### config.mk
export PLATFORM = sky130hd
export DESIGN_NAME = filt_src_flat
export DESIGN_NICKNAME = d
export VERILOG_FILES = /design/src/rtl/filt_src_if.sv /design/src/rtl/filt_src.sv /design/src/flat_wrapper.sv
export SDC_FILE = /design/constraint.sdc
export NUM_CORES = 1
export LEC_CHECK = 0
export ABC_AREA = 1
export BUFFER_PORTS_ARGS = -buffer_cell sky130_fd_sc_hd__buf_2
export CORE_UTILIZATION = 56
export CTS_BUF_LIST = sky130_fd_sc_hd__clkbuf_2
export DETAILED_ROUTE_END_ITERATION = 10
export PLACE_DENSITY_LB_ADDON = 0.12
export SETUP_SLACK_MARGIN = 0.3
export SYNTH_ARGS = -nofsm -noshare
export SYNTH_HDL_FRONTEND = slang
export SYNTH_SLANG_ARGS = --single-unit
export TNS_END_PERCENT = 50
### constraint.sdc
create_clock -name clk -period 62 [get_ports clk]
set_input_delay 9.3 -clock clk [delete_from_list [all_inputs] [get_ports clk]]
set_output_delay 9.3 -clock clk [all_outputs]
set_load 0.05 [all_outputs]
### src/rtl/filt_src_if.sv
// Sample/coefficient link for the FIR source: producer valid/ready side plus
// the push strobe, sample and flat coefficient bank presented to the filter.
interface filt_src_if #(
  parameter int DW    = 20,
  parameter int NTAPS = 15
);
  logic                in_valid;
  logic                in_ready;
  logic [DW-1:0]       in_x;
  logic                pushin;
  logic [DW-1:0]       x;
  logic [NTAPS*DW-1:0] c_flat;

  modport master (
    input  in_valid, in_x,
    output in_ready, pushin, x, c_flat
  );

  modport slave (
    output in_valid, in_x,
    input  in_ready, pushin, x, c_flat
  );
endinterface

### src/rtl/filt_src.sv
// FIR sample/coefficient source: FIFO-buffered, paced sample pushes and a
// double-buffered coefficient bank that swaps atomically between pushes.
module filt_src #(
  parameter int DW    = 20,
  parameter int NTAPS = 15,
  parameter int DEPTH = 16,
  parameter int AW    = 4
) (
  input  logic          clk,
  input  logic          reset,
  filt_src_if.master    bus,
  input  logic          run,
  input  logic [7:0]    pace,
  input  logic          cwr_en,
  input  logic [3:0]    cwr_addr,
  input  logic [DW-1:0] cwr_data,
  input  logic          cswap,
  output logic [AW:0]   count,
  output logic          swap_pend
);

  logic [DW-1:0] mem_q [DEPTH];
  logic [AW-1:0] wr_ptr_q, wr_ptr_d;
  logic [AW-1:0] rd_ptr_q, rd_ptr_d;
  logic [AW:0]   count_q, count_d;
  logic [7:0]    gap_q, gap_d;
  logic          pushin_q, pushin_d;
  logic [DW-1:0] x_q, x_d;
  logic          swap_pend_q, swap_pend_d;
  logic [DW-1:0] shadow_q [NTAPS];
  logic [DW-1:0] shadow_d [NTAPS];
  logic [DW-1:0] active_q [NTAPS];
  logic [DW-1:0] active_d [NTAPS];
  logic          accept;
  logic          issue;

  assign bus.in_ready = (count_q < (AW+1)'(DEPTH));

  // NOTE: every always_comb output gets a value on every path (defaults or
  // full if/else), otherwise synthesis infers a latch.
  always_comb begin
    accept   = bus.in_valid && bus.in_ready;
    // Issue looks only at registered occupancy, so a fresh sample waits one edge.
    issue    = run && (count_q != '0) && (gap_q == '0);
    wr_ptr_d = wr_ptr_q + AW'(accept);
    rd_ptr_d = rd_ptr_q + AW'(issue);
    count_d  = count_q + (AW+1)'(accept) - (AW+1)'(issue);
    pushin_d = issue;
    x_d      = issue ? mem_q[rd_ptr_q] : x_q;
    if (issue)            gap_d = pace;
    else if (gap_q != '0) gap_d = gap_q - 8'd1;
    else                  gap_d = gap_q;
    swap_pend_d = swap_pend_q ? 1'b0 : cswap;
    for (int i = 0; i < NTAPS; i++) begin
      shadow_d[i] = (cwr_en && (cwr_addr == 4'(i))) ? cwr_data : shadow_q[i];
      // Copy from shadow_d so a write on the swap edge lands in the new bank.
      active_d[i] = swap_pend_q ? shadow_d[i] : active_q[i];
    end
  end

  // NOTE: sequential state uses non-blocking assignments so every flop samples
  // pre-edge values regardless of block evaluation order.
  always_ff @(posedge clk or posedge reset) begin
    if (reset) begin
      wr_ptr_q    <= '0;
      rd_ptr_q    <= '0;
      count_q     <= '0;
      gap_q       <= '0;
      pushin_q    <= 1'b0;
      x_q         <= '0;
      swap_pend_q <= 1'b0;
      for (int i = 0; i < NTAPS; i++) begin
        shadow_q[i] <= '0;
        active_q[i] <= '0;
      end
    end else begin
      wr_ptr_q    <= wr_ptr_d;
      rd_ptr_q    <= rd_ptr_d;
      count_q     <= count_d;
      gap_q       <= gap_d;
      pushin_q    <= pushin_d;
      x_q         <= x_d;
      swap_pend_q <= swap_pend_d;
      for (int i = 0; i < NTAPS; i++) begin
        shadow_q[i] <= shadow_d[i];
        active_q[i] <= active_d[i];
      end
    end
  end

  // NOTE: FIFO storage is deliberately not reset; pointers and count alone
  // decide which entries are valid, so stale contents are never observed.
  always_ff @(posedge clk) begin
    if (accept) mem_q[wr_ptr_q] <= bus.in_x;
  end

  for (genvar g = 0; g < NTAPS; g++) begin : g_cflat
    assign bus.c_flat[g*DW +: DW] = active_q[g];
  end

  assign bus.pushin = pushin_q;
  assign bus.x      = x_q;
  assign count      = count_q;
  assign swap_pend  = swap_pend_q;

endmodule

### src/flat_wrapper.sv
// flat-port wrapper written by rule: the top's interface ports become plain ports
module filt_src_flat 
#(
  parameter int DW    = 20,
  parameter int NTAPS = 15,
  parameter int DEPTH = 16,
  parameter int AW    = 4
)
  (clk, reset, run, pace, cwr_en, cwr_addr, cwr_data, cswap, count, swap_pend, bus_in_valid, bus_in_x, bus_in_ready, bus_pushin, bus_x, bus_c_flat);
  filt_src_if #(.DW(DW), .NTAPS(NTAPS)) bus_i ();
  input  logic clk;
  input  logic reset;
  input  logic run;
  input  logic [7:0] pace;
  input  logic cwr_en;
  input  logic [3:0] cwr_addr;
  input  logic [DW-1:0] cwr_data;
  input  logic cswap;
  output logic [AW:0] count;
  output logic swap_pend;
  input wire logic [$bits(bus_i.in_valid)-1:0] bus_in_valid;
  input wire logic [$bits(bus_i.in_x)-1:0] bus_in_x;
  output wire logic [$bits(bus_i.in_ready)-1:0] bus_in_ready;
  output wire logic [$bits(bus_i.pushin)-1:0] bus_pushin;
  output wire logic [$bits(bus_i.x)-1:0] bus_x;
  output wire logic [$bits(bus_i.c_flat)-1:0] bus_c_flat;
  assign bus_i.in_valid = bus_in_valid;
  assign bus_i.in_x = bus_in_x;
  assign bus_in_ready = bus_i.in_ready;
  assign bus_pushin = bus_i.pushin;
  assign bus_x = bus_i.x;
  assign bus_c_flat = bus_i.c_flat;
  filt_src #(.DW(DW), .NTAPS(NTAPS), .DEPTH(DEPTH), .AW(AW)) u_core (.clk(clk), .reset(reset), .bus(bus_i), .run(run), .pace(pace), .cwr_en(cwr_en), .cwr_addr(cwr_addr), .cwr_data(cwr_data), .cswap(cswap), .count(count), .swap_pend(swap_pend));
endmodule
# Word-level counts from Yosys, hierarchy flattened
# Memory sizes are Yosys's and may differ from the RTL's. A register that Yosys moved wholly into a read port is not among the register bits.
# Cells that the tools add are included.
[word_totals]
reg_bits = 623
mem_bits_rw = 320
in_bits = 58
wordCells = 100
n_memories = 1
[op_classes]
n_addsub = 5
order_cmp = 1
n_eq_ne = 14
mux = 20
reduce_logical = 23
[memory_table]
columns = ["name", "depth", "width", "read_ports", "rd_clocked_by_memory_dff", "write_ports", "line_no", "text"]
rows = [
  ["u_core.mem_q", 16, 20, 1, 1, 1, "filt_src.sv:22", "logic [DW-1:0] mem_q [DEPTH];"],
]
[op_table]
columns = ["op", "n"]
rows = [
  ["2-to-1 mux 20 bit", 15],
  ["== test 4 bit (second input constant)", 7],
  ["logical AND 1 bit", 18],
  ["== test 4 x 3 -> 1 bit (second input constant)", 4],
  ["2-to-1 mux 8 bit", 2],
  ["adder 4 x 1 -> 4 bit", 2],
  ["== test 4 x 2 -> 1 bit (second input constant)", 2],
  ["logical NOT 8 bit", 1],
  ["nonzero test 8 bit", 1],
  ["subtractor 8 x 1 -> 8 bit (second input constant)", 1],
  ["adder 5 x 1 -> 5 bit", 1],
  ["< comparator 5 bit (second input constant)", 1],
  ["nonzero test 5 bit", 1],
  ["subtractor 5 x 1 -> 5 bit", 1],
  ["== test 4 x 1 -> 1 bit (second input constant)", 1],
  ["logical NOT 4 bit", 1],
  ["2-to-1 mux 1 bit", 3],
  ["nonzero test 2 bit", 1],
]

# Depth between registers and ports, before layout
[logic_depth]
ltp_word = 4
ltp_mapped = 15
ltp_nobuf = 13

# Worst setup path after synthesis
# Ideal clock, no wire load.
[synth_timing]
path_type = "input -> register"
from = "in run"
to = "reg u_core.count_q[4], in the netlist u_core.count[4]"
arrival_time_ns = 11.209
required_ns = 61.921
path_slack_ns = 50.711
cell_stages = 12
cell_sequence = "o21ai_0 -> nor2_1 -> buf_2 -> buf_4 -> ha_1 -> inv_1 -> ha_1 -> fa_1 -> a21oi_1 -> nor2_1 -> nor2_1 -> xor2_1"
[synth_between]
elab_chain_cells = 3
[synth_lines]
columns = ["item", "line_no", "text"]
rows = [
  ["from (decl)", "flat_wrapper.sv:13", "input logic run;"],
  ["logical AND 1 bit (2 in series)", "filt_src.sv:44", "issue = run && (count_q != '0) && (gap_q == '0);"],
  ["named net u_core.issue", "filt_src.sv:35", "logic issue;"],
  ["subtractor 5 x 1 -> 5 bit", "filt_src.sv:47", "count_d = count_q + (AW+1)'(accept) - (AW+1)'(issue);"],
  ["named net u_core.count_d[4]", "filt_src.sv:25", "logic [AW:0] count_q, count_d;"],
  ["to (signal assigned)", "filt_src.sv:79", "count_q <= count_d;"],
  ["to (decl)", "filt_src.sv:25", ""],
]
# The timed path passes the listed nets, and every way through them passes these cells.
# A chain may end at the register's enable or synchronous reset.

# Worst setup path in the final report
[layout_timing]
from = "reg u_core.swap_pend_q, in the netlist u_core.swap_pend"
to = "out swap_pend"
[layout_lines]
columns = ["item", "line_no", "text"]
rows = [
  ["from (decl)", "filt_src.sv:29", "logic swap_pend_q, swap_pend_d;"],
  ["from (signal assigned)", "filt_src.sv:83", "swap_pend_q <= swap_pend_d;"],
  ["to (decl)", "flat_wrapper.sv:20", "output logic swap_pend;"],
]
# No word-level cell between the ends.

==> results.md <==
Routing:
- In the routed design, unresolved DRC markers number 0.
- For this block, the initial DRC count from the detailed router was 2238.
- The number of nets still failing antenna checks after routing is 0.
- The total detailed-routing wirelength is 92.8 mm.
- The routed layout has 26279 vias.
- Dividing the detail-routed via count by the number of cells gives 5.08.
- The number of search-and-repair iterations in the first detailed-routing pass is 5.
- The average routed wire per standard cell is 17.9 µm.

Yosys:
- After synthesis the cells add up to 38000 µm².
- Synthesis inferred 963 register bits.
- During synthesis, Yosys emitted a total of 0 warnings.
- The number of distinct library cells after synthesis is 26.
- Of the total synthesized cell area, the portion taken by XOR and XNOR cells is 0.00277.
- After synthesis, the share of cell area in mux cells is 0.0237.
- For this run, the register share of the synthesized area comes to 0.676.
- The share of the synthesized area in compound gates (AO/OA/AOI/OAI) is 0.0784.
- The adder-cell share of the synthesized area is 0.00448.
- After synthesis, the largest family of logic cells by area is simple AND/OR/NAND/NOR gates.
- Synthesis produced 3651 cells.
- The number of nets in the synthesized netlist is 3722.
- The fraction of the mapped netlist area in simple logic gates is 0.141.
- The average instance in the mapped netlist occupies 10.4 µm².

Place:
- The placed instances occupy a cell area of 40600 µm².
- The number of placed instances, taps included, is 4746.
- The number of buffer cells added on primary ports is 385.
- The congestion estimate from routability-driven global placement came to 0.823.
- The worst setup timing slack at the placement stage is 49.13 ns.
- The half-perimeter wire length after detailed placement is 56.2 mm.

Global routing:
- The initial antenna violation count is 3.
- For this run, the total global-route usage over all layers was measured as 0.273.
- The first global-routing pass estimated 143 mm of wire.
- Entering global routing, the biggest net connects 179 pins.
- The number of global-route vias before repair is 25170.
- The global route total overflow is 0.

STA:
- At the pin with the least slew margin, the transition time is 1.21 ns.
- Setup repair after global routing left no endpoint under its margin.
- The share of the clock period used by the worst path after layout is 0.198.
- The timing-limited maximum frequency is 0.0815 GHz.
- The routed design could run at a clock period as short as 12.27 ns.
- The tightest hold path in the finished design has a slack of 0.477 ns.
- The number of setup violations in the final report is 0.
- The final max-slew violation count is 0.
- The clock skew is 0.106 ns.
- The worst path meets setup with 49.73 ns of slack.
- The number of hold violations in the final report is 0.
- Headroom to the max-slew limit came out at 0.196.
- The sum of negative setup slack is 0 ns.

Cells and area:
- The leading cell type in the layout, fill and taps excluded is sky130_fd_sc_hd__nand2_1.
- Relative to the synthesized area, the layout overhead comes to 12.3%.
- The finished cells cover 42700 µm².
- The post-route non-filler standard cell count is 5176.
- The net total in the final layout is 4177.
- Of the cells placed in the final design, the portion with a size suffix greater than 1 is 0.233.
- The top cell types in the final layout, fill and taps aside, are sky130_fd_sc_hd__nand2_1 (988), sky130_fd_sc_hd__dfrtp_1 (640), sky130_fd_sc_hd__inv_1 (507), sky130_fd_sc_hd__buf_2 (385), sky130_fd_sc_hd__clkbuf_2 (355).

Die:
- The horizontal extent of the die is 262 µm.
- The core region area is 67200 µm².
- The vertical extent of the die is 262 µm.
- The number of top-level pins is 386.
- For this configuration, the core starts out at a cell density of 0.566.
- In this run the core area contains 95 standard-cell rows.
- The overall die area is 68900 µm².

Hold path:
- The origin of the worst min-delay path is u_core.shadow_q[10].
- The worst hold path endpoint is u_core.shadow_q[10].
- The classification of the worst-slack hold path is flop to flop.
- The cell depth of the worst hold path is 2.

Clock network:
- The clock drives 963 sinks.
- Counting the buffers created by CTS gives 231.
- The number of gates resized after cts is 0.
- The tree is rooted in a sky130_fd_sc_hd__clkbuf_2.
- Clock-pin slew was measured on the worst setup and hold paths at 0.10 ns.
- The hold buffer count at CTS is 0.
- In this run the deepest clock path goes through 3 buffers.
- The clock insertion delay at the later pin of the skew report is 1.44 ns.
- CTS built an H-tree with a depth of 4.
- In this run the post-CTS setup repair buffer count came out at 0.
- TritonCTS built the clock tree.

Worst setup path:
- The critical path goes through buf_2.
- In this design, the stage delay of the slowest critical-path cell is 1.11 ns.
- The number of cells traversed by the worst register-to-register path is 3.
- The critical setup path kind is flop to output pin.
- The worst flop-to-flop path endpoint is u_core.bus.c_flat[9].
- The startpoint type of the worst setup path is a flop.
- The kind of capture point of the worst setup path is an output pin.
- At the worst endpoint, the required time is 52.70 ns.
- The cell class contributing the biggest share of worst-path delay is flip-flops.
- The critical path's slowest cell is sky130_fd_sc_hd__dfrtp_4.
- Of all nets on the critical path, the largest fanout is 102.
- The slack of the worst reg-to-reg path is 58.43 ns.
- In this run the critical register-to-register path is launched from u_core.swap_pend.
- The number of buffer and inverter instances along the worst setup path is 1.
- The worst path arrival time is 2.97 ns.

Power and ir drop:
- The peak ir drop on the vdd network is 0.0000219 V.
- The ratio of total power to cell area is 38.2 nW/µm².
- The reported leakage power is 21.0 nW.

Flow run:
- The number of max-cap violations is 0.

Outcome:
- The flow ran to the end, and the final reports show no timing, DRC or antenna violations.
==> final cells by class <==
| class | count | area (µm²) |
|---|---|---|
| Antenna cell | 6 | 15.0 |
| Clock buffer | 355 | 1780 |
| Clock inverter | 69 | 320 |
| Fill cell | 5661 | 24500 |
| Inverter | 514 | 1940 |
| Multi-Input combinational cell | 1966 | 9560 |
| Sequential cell | 963 | 25700 |
| Tap cell | 873 | 1090 |
| Timing Repair Buffer | 430 | 2280 |
==> report_power, final <==
group / total [W] / leakage [nW] / internal [W] / switching [W]
combinational: 0.000411 / 8.36 / 0.0000980 / 0.000313
sequential: 0.000815 / 11.0 / 0.000762 / 0.0000533
clock: 0.000406 / 1.62 / 0.000157 / 0.000249
total: 0.00163 / 21.0 / 0.00102 / 0.000615
==> tightest hold or removal path: stages (launching register included) <==
cell and delay (ns):
sky130_fd_sc_hd__dfrtp_1 0.33, sky130_fd_sc_hd__nand2_1 0.06, sky130_fd_sc_hd__o21ai_2 0.06
==> registers in the layout, summed over array words and instances (netlist names) <==
| register | cells |
|---|---|
| u_core.bus.x | 20 |
| u_core.shadow_q | 300 |
| u_core.bus.pushin | 1 |
| u_core.swap_pend | 1 |
| u_core.mem_q | 320 |
| u_core.gap_q | 8 |
| u_core.wr_ptr_q | 4 |
| u_core.rd_ptr_q | 4 |
| u_core.bus.c_flat | 300 |
| u_core.count | 5 |
==> kinds of logic (layout without fill, tap and decap cells) <==
group | Yosys count | after routing
AO/OA/AOI/OAI | 534 | 534
XOR/XNOR | 12 | 12
adder cells (fa/ha/maj) | 13 | 13
buffers and inverters | 722 | 1368
flip-flops | 963 | 963
multiplexers | 80 | 80
other | 0 | 6
AND/OR/NAND/NOR | 1327 | 1327
==> routing by layer <==
metal	track usage	vias up	share of wire
met2	0.435	825	0.48
li1	-	12728	-
met3	0.0575	157	0.062
met5	0	-	0
met1	0.367	12569	0.42
met4	0.114	0	0.030
==> synthesized netlist by cell type, drive strengths merged <==
| master | number | area share |
|---|---|---|
| nand3 | 252 | 0.033 |
| mux2 | 80 | 0.024 |
| nor2 | 76 | 0.0078 |
| nand2 | 991 | 0.098 |
| buf | 87 | 0.011 |
| dfrtp | 643 | 0.42 |
| o21ai | 488 | 0.072 |
| o211ai | 2 | 0.00040 |
| edfxtp | 320 | 0.25 |
| nand3b | 3 | 0.00059 |
| xor2 | 11 | 0.0025 |
| ha | 12 | 0.0040 |
| fa | 1 | 0.00053 |
| nor3 | 5 | 0.0012 |
| xnor2 | 1 | 0.00023 |
| inv | 514 | 0.051 |
| a21oi | 44 | 0.0058 |
| clkbuf | 121 | 0.012 |
==> through the flow <==
step	util	total power (W)
after floorplan	-	0.00112
after global placement	0.604	0.00123
after detailed placement	0.604	0.00124
after CTS	0.635	0.00165
after global routing	0.636	0.00172
final	0.636	0.00163
==> how the worst max path moves through the flow <==
stage / to / from / cells past startpoint
final: swap_pend / u_core.swap_pend / 1
after global routing: swap_pend / u_core.swap_pend / 1
after CTS: swap_pend / u_core.swap_pend / 1
after detailed placement: u_core.bus.c_flat[59] / reset / 5
after global placement: u_core.bus.c_flat[59] / reset / 5
after floorplan: u_core.bus.c_flat[0] / reset / 1
Power figures use the tool's default switching activity.
